--- src/rtl/pause_frame_req_gen.sv ---
// PAUSE frame request generator: turns the per-cycle XOFF/XON command stream into
// valid/ready PAUSE requests, refreshing XOFF before the partner's quanta runs out.
module pause_frame_req_gen #(
    parameter int                   QUANTA_W       = 16,
    parameter logic [QUANTA_W-1:0]  XOFF_QUANTA    = 16'hFFFF,
    parameter int                   REFRESH_W      = 24,
    parameter logic [REFRESH_W-1:0] REFRESH_PERIOD = 24'd1000000
) (
    input  logic                clk,
    input  logic                reset,
    input  logic [1:0]          in_data,
    output logic                pause_valid,
    input  logic                pause_ready,
    output logic [QUANTA_W-1:0] pause_quanta,
    output logic                tx_paused,
    output logic [15:0]         xoff_sent,
    output logic [15:0]         xon_sent
);

    typedef enum logic [1:0] {
        IDLE      = 2'd0,
        SEND_XOFF = 2'd1,
        PAUSED    = 2'd2,
        SEND_XON  = 2'd3
    } state_t;

    localparam logic [REFRESH_W-1:0] RELOAD = REFRESH_PERIOD - 1'b1;

    state_t               state_reg, state_next;
    logic                 want_reg, want_next;
    logic [REFRESH_W-1:0] refresh_reg, refresh_next;
    logic                 valid_reg, valid_next;
    logic [QUANTA_W-1:0]  quanta_reg, quanta_next;
    logic                 paused_reg, paused_next;
    logic [15:0]          xoff_cnt_reg, xoff_cnt_next;
    logic [15:0]          xon_cnt_reg, xon_cnt_next;
    logic                 accept;

    // valid_reg is high exactly while in a SEND_* state, so this is the handshake.
    assign accept = valid_reg & pause_ready;

    // XOFF wins when both request bits are set; 00 holds the desired state.
    always_comb begin
        want_next = want_reg;
        if (in_data[1])
            want_next = 1'b1;
        else if (in_data[0])
            want_next = 1'b0;
    end

    always_ff @(posedge clk) begin
        if (reset) begin
            state_reg <= IDLE;
        end else begin
            state_reg <= state_next;
        end
    end

    always_comb begin
        state_next = state_reg;
        case (state_reg)
            IDLE:      if (want_reg) state_next = SEND_XOFF;
            SEND_XOFF: if (accept) state_next = PAUSED;
            PAUSED: begin
                if (!want_reg)
                    state_next = SEND_XON;
                else if (refresh_reg == '0)
                    state_next = SEND_XOFF;
            end
            SEND_XON:  if (accept) state_next = IDLE;
            default:   state_next = IDLE;
        endcase
    end

    // Outputs are decoded from the next state so they change on the same edge as the FSM.
    always_comb begin
        valid_next    = (state_next == SEND_XOFF) || (state_next == SEND_XON);
        quanta_next   = (state_next == SEND_XOFF) ? XOFF_QUANTA : '0;
        paused_next   = paused_reg;
        xoff_cnt_next = xoff_cnt_reg;
        xon_cnt_next  = xon_cnt_reg;
        refresh_next  = refresh_reg;
        if (state_reg == SEND_XOFF && accept) begin
            paused_next   = 1'b1;
            xoff_cnt_next = xoff_cnt_reg + 16'd1;
            refresh_next  = RELOAD;
        end else if (state_reg == SEND_XON && accept) begin
            paused_next  = 1'b0;
            xon_cnt_next = xon_cnt_reg + 16'd1;
        end else if (state_reg == PAUSED && refresh_reg != '0) begin
            refresh_next = refresh_reg - 1'b1;
        end
    end

    always_ff @(posedge clk) begin
        if (reset) begin
            want_reg     <= 1'b0;
            refresh_reg  <= '0;
            valid_reg    <= 1'b0;
            quanta_reg   <= '0;
            paused_reg   <= 1'b0;
            xoff_cnt_reg <= '0;
            xon_cnt_reg  <= '0;
        end else begin
            want_reg     <= want_next;
            refresh_reg  <= refresh_next;
            valid_reg    <= valid_next;
            quanta_reg   <= quanta_next;
            paused_reg   <= paused_next;
            xoff_cnt_reg <= xoff_cnt_next;
            xon_cnt_reg  <= xon_cnt_next;
        end
    end

    assign pause_valid  = valid_reg;
    assign pause_quanta = quanta_reg;
    assign tx_paused    = paused_reg;
    assign xoff_sent    = xoff_cnt_reg;
    assign xon_sent     = xon_cnt_reg;

endmodule

--- config.mk ---
export PLATFORM = sky130hd
export DESIGN_NAME = pause_frame_req_gen
export DESIGN_NICKNAME = d
export VERILOG_FILES = /design/src/rtl/pause_frame_req_gen.sv
export SDC_FILE = /design/constraint.sdc
export NUM_CORES = 1
export LEC_CHECK = 0
export CAP_MARGIN = 20
export CORE_MARGIN = 1.5
export CORE_UTILIZATION = 42
export CTS_CLUSTER_DIAMETER = 30
export DETAILED_ROUTE_END_ITERATION = 8
export PLACE_DENSITY = 0.72
export SLEW_MARGIN = 20
export SYNTH_ARGS = -nofsm -noshare
export SYNTH_HDL_FRONTEND = slang
export SYNTH_SLANG_ARGS = --single-unit
--- constraint.sdc ---
create_clock -name clk -period 2.1 [get_ports clk]
set_input_delay 0.42 -clock clk [delete_from_list [all_inputs] [get_ports clk]]
set_output_delay 0.42 -clock clk [all_outputs]
set_load 0.01 [all_outputs]
; Word-level counts from Yosys, hierarchy flattened
; Index checks and enable logic that the tools add are counted.
[word_totals]
regBits = 77
latchBits = 0
mem_bits_rw = 0
romBits = 0
inputBits = 5
output_inout_bits = 50
word_cells = 49
n_memories = 0
[op_classes]
add_sub_neg = 3
multipliers = 0
div = 0
order_cmp = 0
eq_ne = 6
shift = 0
muxes = 14
n_bitwise = 3
reduce_logical = 14
[ops]
columns = op, n
row1 = 20-bit two-way mux, 3
row2 = 16-bit by 1-bit adder with 16-bit output (second input constant), 2
row3 = 24-bit logical NOT, 1
row4 = 24-bit nonzero test, 1
row5 = 24-bit by 1-bit subtractor with 24-bit output (second input constant), 1
row6 = 16-bit two-way mux, 1
row7 = 2-bit two-way mux, 5
row8 = 2-bit case mux with 4 select lines, 1
row9 = 2-bit == test (second input constant), 3
row10 = 2-bit AND reduction, 3
row11 = 2-bit nonzero test, 3
row12 = 2-bit by 1-bit == test with 1-bit output (second input constant), 2
row13 = 1-bit two-way mux, 4
row14 = 1-bit logical AND, 3
row15 = 2-bit logical NOT, 1
row16 = 2-bit != test (second input constant), 1
row17 = 1-bit NOT, 2
row18 = 2-bit OR reduction, 1
row19 = 1-bit AND, 1
row20 = 1-bit logical OR, 1

; Depth between registers and ports, before layout
[depth]
ltp_word = 6
mapped_depth = 8
depth_no_buf = 7

; Worst setup path before layout
; No wires, ideal clock.
[synth_path]
path_type = register to register
from = reg refresh_reg[6]
to = reg refresh_reg[1]
setup_time_ns = 0.070
arrival_ns = 2.124
required_ns = 2.030
slack_ns = -0.094
path_stages_with_launch = 6
n_path_buf = 0
synth_period_minus_slack_ns = 2.194
path_cell_list = dfxtp_1 or4_4 or4_4 o21ai_2 mux2_2 a21oi_1
[synth_via]
elab_chain_cells = 4
[synth_rtl]
columns = item, line_no
row1 = start: declaration, 31  ; logic [REFRESH_W-1:0] refresh_reg, refresh_next;
row2 = start signal: assignment, 106  ; refresh_reg <= refresh_next;
row3 = 24-bit nonzero test, 90  ; end else if (state_reg == PAUSED && refresh_reg != '0) begin
row4 = 1-bit logical AND, 90
row5 = 2-bit nonzero test (no line), n/a
row6 = 2-bit AND reduction (no line), n/a
; Every way passes these cells.
; A chain may end at the register's enable or synchronous reset.

; Worst setup path after layout
[layout_path]
from = reg refresh_reg[11]
to = reg refresh_reg[1]
; Same word-level chain as after synthesis.

==> impl_metrics.py <==
metrics = {
    "routing": {
        "routed_wl_mm": 6.709,
        "drc": 0,
        "routedWlPerCell_um": 13.13,
        "drt-initial-drc-count": 101,
        "dr.pass1.iters": 4,
        "antenna_left": 0,
        "viasPerCell": 5.078,
        "via_count": 2595,
    },
    "die": {
        "die_h_um": 87.13,
        "coreArea_mm2": 0.006832,
        "die_x_um": 87.13,
        "start_util_pct": 43.52,
        "ioPinCount": 55,
        "row_count": 30,
        "die_area_mm2": 0.007592,
    },
    "final_layout": {
        "area.sequential_mm2": 0.001222,
        "drive_above_1_share_pct": 15.42,
        "syn_to_final_growth_pct": 33.12,
        "antenna-diode-count": 0,
        "fillCellCount": 633,
        "multi_input_area_mm2": 0.001598,
        "largest_register_ffs": 24,
        "nets": 418,
    },
    "sta": {
        "rsz0062_at_grt": "yes",
        "setup_ws_ns": -0.03386,
        "setup_viol": 2,
        "post-route-period-util_pct": 101.6,
        "tightest_slew_ns": 0.4681,
        "fin_setup_tns_ns": -0.06031,
        "max_slew_margin_pct": 68.79,
        "layout_min_cycle_time_ns": 2.134,
        "fin_skew_ns": 0.008547,
        "max_freq_mhz": 468.6,
        "hold_violations": 0,
        "finalMaxSlewViolations": 0,
    },
    "logic_synthesis": {
        "synth_top_flop_cell": "dfxtp_1",
        "async_flop_share_pct": 0,
        "yosysSeqAreaShare_pct": 41.08,
        "yosysWarnings": 0,
        "synth_top_area_share_pct": 41.08,
        "synth_area_mm2": 0.002973,
        "syn_nets": 357,
        "yosysTopAreaCell": "dfxtp_1",
        "yosysUniqueCellTypes": 45,
        "synth_seq_cells": 61,
        "synth-edff-count": 0,
        "synthTopCellsByArea": "dfxtp_1 (41%), xor2_1 (8.5%), nor2_1 (6.3%)",
        "synth.avg_cell_area_um2": 8.518,
        "synth_cells": 349,
    },
    "power": {
        "power_frac_clock_pct": 36.3,
        "p_sw_share_pct": 28.98,
        "max-vdd-ir-drop_uv": 383.3,
        "powerDensity_mw_per_mm2": 810.4,
        "p_leak_uw": 0.001422,
        "intPower_uw": 2278,
        "p_comb_share_pct": 24.2,
        "total_power_uw": 3207,
        "power_switching_uw": 929.4,
        "seqPwrFrac_pct": 39.4,
    },
    "critical_path": {
        "required_ns": 2.38,
        "worstSetupPathType": "register to register",
        "timing.rr.start": "refresh_reg[11]$_SDFFE_PP0P_",
        "slowest_delay_ns": 0.59,
        "path_max_fanout": 6,
        "crit_path_start": "refresh_reg[11]$_SDFFE_PP0P_",
        "crit_arrival_ns": 2.41,
        "crit_top_cell": "or4_4",
        "crit_chain": "or4_4 > or4_4 > o21ai_4 > mux2_4 > a21oi_2",
        "crit_slowest_cell": "or4_4",
        "crit_path_start_kind": "register",
        "crit_path_end_kind": "register",
    },
    "placement": {
        "dp_hpwl_mm": 4.615,
        "routabilityCongestion": 0.8584,
        "port_buffers": 54,
    },
    "min_path": {
        "hold_start": "reset",
        "hold_path.class": "primary input to register",
    },
    "cts": {
        "h-tree-depth": 3,
        "clkTransAtPathRegs_ns": 0.07,
        "cts_root_buf": "clkbuf_8",
        "cts_sinks": 61,
        "clk_path_buf_depth": 2,
        "clkLatencyLatePin_ns": 0.34,
        "numCtsBuffers": 9,
        "cts_tree": "done",
    },
    "global_route": {
        "antenna_found_initial": 0,
        "grt_pass1_wl_mm": 11.03,
        "grt_pass1_vias": 2517,
        "overflow": 0,
        "grt_max_degree": 40,
        "grt_util_all_layers_pct": 18.29,
    },
    "run_status": {
        "status": "finished, violations left",
        "violations": "setup timing",
    },
    "flow_run": {
        "maxCapViolations": 0,
    },
}
==> Yosys cell counts, types with 3 or more instances <==
cell	n
a21oi_1	26
and3_1	6
buf_4	15
clkbuf_1	16
dfxtp_1	61
ha_1	3
inv_1	8
nand2_1	12
nand3_1	18
nand4_1	12
nor2_1	50
nor3_1	9
nor4_1	9
o21ai_0	9
o21ai_1	4
or3_1	10
or4_1	3
xnor2_1	14
xor2_1	29
==> area by class of cell <==
class	instances	share of cell area, %
clock inverters	6	2.181
multi-input cells	249	40.37
repair buffers	81	19.29
inverters	8	0.7588
flip-flops and latches	61	30.89
clock buffers	10	3.478
well taps	96	3.035
==> kinds of logic (layout without fill, tap and decap cells) <==
logic type / after synthesis / in the layout / synth area share [%]
adder cells (fa/ha/maj): 3 / 3 / 1.263
buffers and inverters: 40 / 105 / 7.197
AO/OA/AOI/OAI: 53 / 53 / 10.82
multiplexers: 2 / 2 / 0.7155
flip-flops: 61 / 61 / 41.08
XOR/XNOR: 43 / 43 / 12.67
AND/OR/NAND/NOR: 147 / 148 / 26.26
==> cell usage in the layout, fill, tap and decap left out, drive strengths merged, types with 12 or more instances in the layout <==
cell type and n:
clkdlybuf4s50 53, nand4 12, a21oi 26, nand3 18, nand2 12, o21ai 14, dfxtp 61, buf 28
xnor2 14, xor2 29, nor2 50
==> critical path, delay by kind of cell (launching register included) <==
kind	cells	cell delay [ns]
and+or+nand+nor	2	1.14
DFF	1	0.32
muxes	1	0.32
AOI/OAI and AO/OA	2	0.30
==> through the flow <==
stage	instances	setup slack [ns]	hold WS (ns)	area [um^2]	utilization, %
2_1_floorplan	349	-0.02297	0.4578	2989	-
3_3_place_gp	489	-0.02598	0.4721	3638	53.26
3_5_place_dp	489	-0.05854	0.4805	3638	53.26
4_1_cts	507	-0.02405	0.4188	3894	57.00
5_1_grt	511	-0.06577	0.4389	3958	57.93
6_report	511	-0.03386	0.4305	3958	57.93
==> per-layer routing <==
metal | part of all wire, % | up-vias | global-route usage (%)
li1 | - | 1330 | -
met1 | 47 | 1217 | 22.35
met2 | 48 | 40 | 29.95
met3 | 4.5 | 8 | 4.360
met4 | 1.2 | 0 | 9.380
met5 | 0 | - | 0
==> repair_timing <==
action / in CTS / in global routing
pin swaps: 1 / 14
hold endpoints to repair: 0 / 0
setup buffers: 1 / 4
endpoints found under the setup margin: 6 / 16
resized for setup: 1 / 9
gates cloned: 1 / 0
hold buffers: 0 / 0
==> final timing paths <==
| check | to | slack (ns) | cells past startpoint |
|---|---|---|---|
| setup / recovery | refresh_reg[1]$_SDFFE_PP0P_ | -0.03 | 5 |
| hold / removal | xoff_sent[8]$_SDFFE_PP0P_ | 0.43 | 2 |
| setup reg to reg | refresh_reg[1]$_SDFFE_PP0P_ | -0.03 | 5 |
| hold reg to reg | refresh_reg[21]$_SDFFE_PP0P_ | 0.49 | 2 |
==> power groups by stage <==
stage	sequential (uW)	clock, uW	combinational [uW]
finish	1260	1170	777
global placement	1290	0	618
CTS	1260	1180	682
global route	1270	1240	837
floorplan	1280	0	459
detailed placement	1290	0	622
Note: power is estimated with default switching activity, not from simulation.
==> edit, RTL diff (config.mk and constraints unchanged) <==
Take the reset off `refresh_reg` and load it in a clocked block of its own.
--- a/src/rtl/pause_frame_req_gen.sv
+++ b/src/rtl/pause_frame_req_gen.sv
@@ -97,3 +97,2 @@
             want_reg     <= 1'b0;
-            refresh_reg  <= '0;
             valid_reg    <= 1'b0;
@@ -105,3 +104,2 @@
             want_reg     <= want_next;
-            refresh_reg  <= refresh_next;
             valid_reg    <= valid_next;
@@ -112,2 +110,6 @@
         end
+    end
+
+    always_ff @(posedge clk) begin
+        refresh_reg <= refresh_next;
     end
Formal check against the unedited RTL: no difference found for any inputs over 10 cycles, from zero or initial values and one cycle with reset high; that may be too few to reach the edited logic, so the function may still have changed.
==> edit against the original RTL <==
- area after synthesis up 1.5%
- final area down 0.85%
- first-iteration DRC count up 31%
- critical path depth down 1
- setup slack better by 110 ps
- sequential cell count unchanged
- wire length down 0.88%
- via count up 6.5%
- sequential share of layout area up 0.23 points
- critical path type unchanged
- highest routed layer unchanged
Power is not compared: it rests on default switching activity, and its combinational part moved more than twofold at a synthesized area within 25%.
==> edit: results <==
<?xml version="1.0" encoding="UTF-8"?>
<metrics>
  <group name="synth">
    <metric name="synth_xor_area_share" unit="%">4.93</metric>
    <metric name="area_fraction_in_compound_gates_after_synthesis" unit="%">11.3</metric>
    <metric name="netlist_top_cells_area" unit="">dfxtp_1 (40%), mux2i_1 (6.0%), a21oi_1 (4.3%), nor2_1 (4.0%), xor2_1 (3.8%)</metric>
    <metric name="synthesis.nets" unit="">359</metric>
    <metric name="synth_fa_ha_area_share" unit="%">1.66</metric>
    <metric name="synth_top_cells_by_count" unit="">dfxtp_1 (61), nor2_1 (32), a21oi_1 (26)</metric>
    <metric name="avgSynthCellArea" unit="um2">8.62</metric>
    <metric name="synth.lib_cells_used.distinct" unit="">40</metric>
  </group>
  <group name="worst_hold_path">
    <metric name="hold_path.class" unit="">flop to flop</metric>
  </group>
  <group name="placed_design">
    <metric name="place_worst_setup_slack" unit="ps">-57.7</metric>
    <metric name="place.gp.congestion" unit="">0.827</metric>
    <metric name="dpl.cell_count" unit="">497</metric>
  </group>
  <group name="detailed_routing">
    <metric name="avgViaCountPerCell" unit="">5.39</metric>
    <metric name="met2_length" unit="mm">3.07</metric>
    <metric name="postRouteWirelength" unit="mm">6.65</metric>
    <metric name="drt_iter0_markers" unit="">132</metric>
    <metric name="met3_wirelength" unit="um">291</metric>
  </group>
  <group name="finish">
    <metric name="drive_gt1_share" unit="%">12.9</metric>
    <metric name="data_path_buffer_share_of_cell_area_in_the_final_layout" unit="%">18.9</metric>
    <metric name="nFillCells" unit="">606</metric>
    <metric name="multi_input_cells" unit="">253</metric>
    <metric name="inv_count" unit="">6</metric>
    <metric name="clk_share" unit="%">5.04</metric>
  </group>
  <group name="setup_path">
    <metric name="crit_path_max_incr_delay" unit="ps">540</metric>
  </group>
  <group name="floorplanning">
    <metric name="dieWidth" unit="um">87.8</metric>
  </group>
  <group name="timing">
    <metric name="post_route_skew" unit="ps">8.11</metric>
  </group>
  <group name="grt">
    <metric name="globalRouteMet2Util" unit="%">28.2</metric>
    <metric name="use_met1" unit="%">24.0</metric>
    <metric name="grt_pass1_vias" unit="">2473</metric>
  </group>
  <group name="run_status">
    <metric name="status" unit="">complete, no violations</metric>
  </group>
  <group name="clock_tree">
    <metric name="number_of_buffers_inserted_to_repair_setup_after_cts" unit="">0</metric>
  </group>
</metrics>
[edit: logic make-up (layout without fill, tap and decap cells)]
| group | Yosys count | in the layout |
|---|---|---|
| AO/OA/AOI/OAI | 58 | 58 |
| multiplexers | 18 | 18 |
| AND/OR/NAND/NOR | 156 | 156 |
| XOR/XNOR | 17 | 17 |
| flip-flops | 61 | 61 |
| adder cells (fa/ha/maj) | 4 | 4 |
| buffers and inverters | 36 | 103 |
[edit: final timing paths]
| path | depth (start not counted) | from | end | slack (ps) |
|---|---|---|---|---|
| worst min-delay path | 2 | refresh_reg[23] | refresh_reg[23] | 480 |
| worst min register to register | 2 | refresh_reg[23] | refresh_reg[23] | 480 |
| worst max-delay path | 4 | refresh_reg[16] | refresh_reg[22] | 80 |
| worst max register to register | 4 | refresh_reg[16] | refresh_reg[22] | 80 |
[edit: repair_timing]
| action | CTS | global route |
|---|---|---|
| gates resized for setup | 0 | 5 |
| hold buffers | 0 | 0 |
| setup endpoints to repair | 0 | 6 |
